`src/rtl/fetch_stage.sv`:
```
`default_nettype none
// ============================================================================
// Module   : fetch_stage
// Brief    : Instruction fetch stage. Owns the program counter, presents the
//            fetch address to a combinational instruction memory, and loads
//            the fetched word into the IF/ID pipeline register. Starts one
//            of ten resident programs, handles stall and branch redirect,
//            detects the halt (STA) word, drains the pipeline with bubbles
//            and pulses done.
// Revision : 1.0 - initial release
// ============================================================================
module fetch_stage #(
    parameter int          PC_W         = 16,
    parameter int          MEM_DEPTH    = 1024,
    parameter logic [15:0] NOP_INSTR    = 16'h6F0F,
    parameter logic [3:0]  HALT_OPCODE  = 4'b0001,
    parameter int          DRAIN_CYCLES = 4
) (
    input  logic            clk,
    input  logic            reset,
    input  logic            start,
    input  logic [3:0]      prog_sel,
    input  logic            stall,
    input  logic            branch_taken,
    input  logic [PC_W-1:0] branch_target,
    input  logic [15:0]     M_instruction,
    output logic [PC_W-1:0] PCAdd_pc,
    output logic [15:0]     IF_ID_instruction,
    output logic [PC_W-1:0] IF_ID_pc,
    output logic            IF_ID_valid,
    output logic            busy,
    output logic            done
);

    localparam logic [1:0] S_IDLE  = 2'd0;
    localparam logic [1:0] S_FETCH = 2'd1;
    localparam logic [1:0] S_DRAIN = 2'd2;
    localparam logic [1:0] S_DONE  = 2'd3;

    localparam int                 c_cnt_w     = $clog2(DRAIN_CYCLES + 1);
    localparam logic [c_cnt_w-1:0] c_cnt_init  = c_cnt_w'(DRAIN_CYCLES);
    localparam logic [c_cnt_w-1:0] c_cnt_one   = c_cnt_w'(1);
    localparam logic [c_cnt_w-1:0] c_cnt_zero  = '0;
    localparam logic [PC_W-1:0]    c_pc_one    = PC_W'(1);
    localparam logic [PC_W-1:0]    c_mem_depth = PC_W'(MEM_DEPTH);

    logic [1:0]         r_state;
    logic [PC_W-1:0]    r_pc;
    logic [15:0]        r_if_id_instr;
    logic [PC_W-1:0]    r_if_id_pc;
    logic               r_if_id_valid;
    logic [c_cnt_w-1:0] r_cnt;

    logic [1:0]         w_state_nxt;
    logic [PC_W-1:0]    w_pc_nxt;
    logic [15:0]        w_if_id_instr_nxt;
    logic [PC_W-1:0]    w_if_id_pc_nxt;
    logic               w_if_id_valid_nxt;
    logic [c_cnt_w-1:0] w_cnt_nxt;

    logic               w_sel_ok;
    logic [9:0]         w_prog_base;
    logic [PC_W-1:0]    w_start_pc;
    logic               w_is_halt;
    logic               w_pc_oor;

    // Program start address: prog_sel*100 in 10 bits, zero-extended to PC_W
    assign w_sel_ok    = (prog_sel >= 4'd1) && (prog_sel <= 4'd10);
    assign w_prog_base = {6'd0, prog_sel} * 10'd100;
    assign w_start_pc  = {{(PC_W-10){1'b0}}, w_prog_base};
    assign w_is_halt   = (M_instruction[15:12] == HALT_OPCODE);
    assign w_pc_oor    = (r_pc >= c_mem_depth);

    // Next-state and next-register values for the fetch controller
    always_comb begin
        w_state_nxt       = r_state;
        w_pc_nxt          = r_pc;
        w_if_id_instr_nxt = r_if_id_instr;
        w_if_id_pc_nxt    = r_if_id_pc;
        w_if_id_valid_nxt = r_if_id_valid;
        w_cnt_nxt         = r_cnt;

        case (r_state)
            S_IDLE: begin
                w_if_id_instr_nxt = NOP_INSTR;
                w_if_id_valid_nxt = 1'b0;
                if (start && w_sel_ok) begin
                    w_pc_nxt    = w_start_pc;
                    w_state_nxt = S_FETCH;
                end
            end

            S_FETCH: begin
                if (branch_taken) begin
                    // Redirect wins over stall: the wrong-path word is flushed
                    w_pc_nxt          = branch_target;
                    w_if_id_instr_nxt = NOP_INSTR;
                    w_if_id_valid_nxt = 1'b0;
                end else if (stall) begin
                    // Hold everything; decode re-reads the same IF/ID word
                end else if (w_pc_oor) begin
                    // Ran off the end of memory: treat like a halt, but the
                    // current word is not real so only bubbles go down
                    w_if_id_instr_nxt = NOP_INSTR;
                    w_if_id_valid_nxt = 1'b0;
                    w_cnt_nxt         = c_cnt_init;
                    w_state_nxt       = S_DRAIN;
                end else if (w_is_halt) begin
                    w_if_id_instr_nxt = M_instruction;
                    w_if_id_pc_nxt    = r_pc;
                    w_if_id_valid_nxt = 1'b1;
                    w_cnt_nxt         = c_cnt_init;
                    w_state_nxt       = S_DRAIN;
                end else begin
                    w_if_id_instr_nxt = M_instruction;
                    w_if_id_pc_nxt    = r_pc;
                    w_if_id_valid_nxt = 1'b1;
                    w_pc_nxt          = r_pc + c_pc_one;
                end
            end

            S_DRAIN: begin
                if (branch_taken) begin
                    // A branch older than the halt resolved late: resume fetch
                    w_pc_nxt          = branch_target;
                    w_if_id_instr_nxt = NOP_INSTR;
                    w_if_id_valid_nxt = 1'b0;
                    w_cnt_nxt         = c_cnt_zero;
                    w_state_nxt       = S_FETCH;
                end else if (!stall) begin
                    // Stall freezes both the counter and the IF/ID contents so
                    // the halt word is not overwritten before decode takes it
                    w_if_id_instr_nxt = NOP_INSTR;
                    w_if_id_valid_nxt = 1'b0;
                    if (r_cnt <= c_cnt_one) begin
                        w_cnt_nxt   = c_cnt_zero;
                        w_state_nxt = S_DONE;
                    end else begin
                        w_cnt_nxt = r_cnt - c_cnt_one;
                    end
                end
            end

            S_DONE: begin
                w_if_id_instr_nxt = NOP_INSTR;
                w_if_id_valid_nxt = 1'b0;
                w_state_nxt       = S_IDLE;
            end

            default: begin
                w_state_nxt = S_IDLE;
            end
        endcase
    end

    // State and pipeline registers with synchronous reset
    always_ff @(posedge clk) begin
        if (reset) begin
            r_state       <= S_IDLE;
            r_pc          <= '0;
            r_if_id_instr <= NOP_INSTR;
            r_if_id_pc    <= '0;
            r_if_id_valid <= 1'b0;
            r_cnt         <= c_cnt_zero;
        end else begin
            r_state       <= w_state_nxt;
            r_pc          <= w_pc_nxt;
            r_if_id_instr <= w_if_id_instr_nxt;
            r_if_id_pc    <= w_if_id_pc_nxt;
            r_if_id_valid <= w_if_id_valid_nxt;
            r_cnt         <= w_cnt_nxt;
        end
    end

    assign PCAdd_pc          = r_pc;
    assign IF_ID_instruction = r_if_id_instr;
    assign IF_ID_pc          = r_if_id_pc;
    assign IF_ID_valid       = r_if_id_valid;
    assign busy              = (r_state == S_FETCH) || (r_state == S_DRAIN);
    assign done              = (r_state == S_DONE);

endmodule
`default_nettype wire

```
`config.mk`:
```
export PLATFORM = sky130hd
export DESIGN_NAME = fetch_stage
export DESIGN_NICKNAME = d
export VERILOG_FILES = /design/src/rtl/fetch_stage.sv
export SDC_FILE = /design/constraint.sdc
export NUM_CORES = 1
export LEC_CHECK = 0
export ABC_AREA = 0
export CORE_MARGIN = 2
export CORE_UTILIZATION = 47
export CTS_CLUSTER_DIAMETER = 30
export DETAILED_ROUTE_END_ITERATION = 8
export GPL_TIMING_DRIVEN = 0
export PLACE_DENSITY = 0.83
export SYNTH_ARGS = -nofsm -noshare
export SYNTH_HDL_FRONTEND = slang
export SYNTH_SLANG_ARGS = --single-unit
export TNS_END_PERCENT = 10
```
`constraint.sdc`:
```
create_clock -name clk -period 2.5 [get_ports clk]
set_clock_uncertainty 0.1 [all_clocks]
set_input_delay 0.5 -clock clk [delete_from_list [all_inputs] [get_ports clk]]
set_output_delay 0.5 -clock clk [all_outputs]
set_load 0.02 [all_outputs]
```
==> results of run 1 <==
==> worst paths after layout <==
check / endpoint / slack (ns) / cells past startpoint
max: busy / 0.08 / 3
min: PCAdd_pc[7] / 0.34 / 2
max reg2reg: PCAdd_pc[9] / 0.19 / 8
min reg2reg: IF_ID_pc[0] / 0.37 / 2
==> cell usage after synthesis, drive strengths merged, types with 5 or more instances <==
master	instances	area (um2)
dfxtp	54	1081
nand2	48	180.2
a21oi	23	115.1
ha	22	275.3
clkbuf	17	97.60
nor2	17	63.81
o21ai	16	80.08
inv	14	52.55
o22ai	10	62.56
a22oi	8	60.06
and3	8	55.05
nand3	8	40.04
nor3	8	40.04
o211ai	6	45.04
nor2b	5	31.28
xor2	5	43.79
==> placed cells by master, fill, tap and decap left out, types with 8 or more instances in the layout <==
| cell type | instances |
|---|---|
| o22ai_1 | 10 |
| inv_1 | 14 |
| a21oi_1 | 23 |
| a22oi_1 | 8 |
| dfxtp_1 | 53 |
| nand2_1 | 47 |
| ha_1 | 22 |
| nor2_1 | 17 |
| nor3_1 | 8 |
| nand3_1 | 8 |
| clkbuf_1 | 11 |
| o21ai_0 | 13 |
| clkdlybuf4s50_1 | 87 |
| clkbuf_8 | 8 |
==> worst reg2reg max path, delay by kind of cell, from the launching register on <==
kind,cells,cell delay (ns)
AOI/OAI and AO/OA,2,0.32
adders and majority gates,1,0.26
buffers and inverters,3,0.52
DFF,1,0.40
and+or+nand+nor,2,0.59
==> flip-flops by register name, summed over array words and instances, names as in the netlist <==
signal / cells
IF_ID_instruction: 16
IF_ID_pc: 16
PCAdd_pc: 16
r_cnt: 3
r_state: 2
IF_ID_valid: 1
==> area by class of cell <==
cell class / instances / area [um2] / area share
Timing Repair Buffer: 90 / 903.4 / 0.2218
Clock buffer: 5 / 68.82 / 0.01690
Sequential cell: 54 / 1082 / 0.2657
Inverter: 15 / 56.30 / 0.01382
Tap cell: 75 / 93.84 / 0.02304
Clock inverter: 3 / 47.55 / 0.01167
Buffer: 21 / 122.6 / 0.03011
Multi-Input combinational cell: 249 / 1698 / 0.4169
==> cell families (layout without fill, tap and decap cells) <==
group                      count (synthesis)  count (layout)  synth area share
AOI/OAI and AO/OA                        104             104            0.2493
muxes                                      3               3           0.01060
DFF                                       54              54            0.3663
buffers and inverters                     36             134           0.05977
adders and majority gates                 23              23            0.1000
xor gates and xnor gates                   7               7           0.02077
and+or+nand+nor                          112             112            0.1933
==> per-stage QoR <==
step                      utilization  hold slack, ns
after floorplan                     -          0.3844
after global placement         0.6587          0.3433
after detailed placement       0.6587          0.3480
after CTS                      0.6786          0.3325
after global routing           0.6798          0.3498
final                          0.6798          0.3420
==> power breakdown <==
group / internal (mW) / leakage (nW) / switching (mW)
logic: 0.558 / 1.02 / 0.737
clock network: 0.304 / 0.0587 / 0.306
registers: 0.961 / 0.438 / 0.146
==> timing repair <==
action	in CTS	in global routing
cloned	0	0
setup buffers	0	0
pin swaps	0	0
endpoints found under the setup margin	14	15
hold endpoints to repair	0	0
gates resized for setup	5	7
==> layer usage <==
metal / GRT usage / wire length, um
met2: 0.3746 / 3740
met5: 0 / 0
met1: 0.3270 / 3725
met3: 0.07256 / 796
met4: 0.08793 / 156
==> summary.md, run 1 <==
| Metric | Value |
|---|---|
| Status | `finished, final reports clean` |
| Final nets | `500` |
| Core area | `about 0.0060 mm2` |
| H-Tree Depth | `2` |
| Flops & latches, synth | `54` |
| Fin. Hold Viols | `0` |
| Leak pwr | `1.519 nW` |
| Post-synth ARST share | `0` |
| Minimum clock period | `~2.4 ns` |
| Final wirelength | `between 8000 and 9000 um` |
| Max Cap Viol | `0` |
| Hold Crit Class | `input pin to flop` |
| Sink Count | `54` |
| CP Buf/Inv Count | `2` |
| CTS max path bufs | `2` |
| Via/cell ratio | `5.768` |
| CP top delay family | `buffers and inverters` |
| Ys Warns | `0` |
| Netlist cell types | `66` |
| Sequential area share after synthesis | `0.3663` |
| DRT Pass-1 Iters | `5` |
| Initial antenna violation count | `0` |
| CP max stage delay | `0.62 ns` |
| Crit share post-route | `0.9677` |
| Antenna diodes | `0` |
| Overflow after GRT | `0` |
| FILL cells | `504` |
| Insertion delay to the later sink of the worst-skew pair | `0.31 ns` |
| CP Max Fanout | `4` |
| Crit path required time | `about 1.9 ns` |
| Max Clk Rate | `between 400 and 500 MHz` |
| Setup TNS | `0 ns` |
| GP Congestion | `0.9337` |
| Max Slew Vio Count | `0` |
| Post-synth top flop | `dfxtp_1` |
| Post-Syn Area | `0.002952 mm2` |
| Area growth syn-to-layout | `37.98%` |
| CTS buffer count | `5` |
| Io pins | `just over 90` |
| Syn nets | `403` |
| Hold_buf cts | `0` |
| Routed WL per cell | `16.44 um` |
| Worst slew pin tran | `0.7188 ns` |
| Vias post-DR | `2953` |
| Slowest cell on the critical path | `clkdlybuf4s50_1` |
| Clock slew at reported path FFs | `roughly 0.1 ns` |
| R2r startpoint | `r_state[0]` |
| Rel. slew slack | `0.5176` |
| Die Wd | `approximately 83 um` |
| Finished Layout Cells | `512` |
| CP startpoint kind | `flop` |
| Power density over the cells | `approximately 740 mW/mm2` |
| Detail Route Antenna Nets | `0` |
| Hold path startpoint | `reset` |
| Iter 0 DRT Violations | `297` |
| Final instance area | `roughly 0.004 mm2` |
| Crit path kind | `flop to primary output` |
| CP startpoint | `r_state[0]` |
| Worst vdd ir | `0.4496 mV` |
| Drc violations | `0` |
| Mapped Cells | `339` |
| Vias in the first global route | `2872` |
| Final Setup Violations | `0` |
| Largest net degree at the start of global routing | `19` |
| Final Worst Setup Slack | `between 0.08 and 0.09 ns` |
| CTS tree | `done` |
| Crit-path cells | `inv_1, ha_1, clkdlybuf4s50_1` |
| Die height | `83.25 um` |
| Total track usage | `0.2448` |
| Share of layout cells above drive strength 1 | `0.08467` |
| First-pass GRT wire length | `around 14000 um` |
| Initial Util | `0.4927` |
| Post-placement cell count | `504` |
| Critical path arrival | `approximately 1.8 ns` |
| Total power | `3.012 mW` |
| Port Buffers | `90` |
| RSZ-0062 raised after global routing | `no` |
| Num rows | `28` |
| Die area | `0.006930 mm2` |
| Post-DP HPWL | `between 6000 and 7000 um` |
| Pre-CTS setup slack | `-0.5106 ns` |
| Placed Area | `~0.0039 mm2` |
| Syn avg cell area | `8.707 um2` |
| EDFF count, synth | `0` |
| Worst setup EP type | `primary output` |
| Root buffer cell | `clkbuf_8` |
(Power assumes the default switching activity.)
==> run 2: changes to the inputs <==
CAP_MARGIN = 40   (was default)
==> results of run 2 <==
Same layout as run 1: the final DEF is identical, and so are final timing and power.
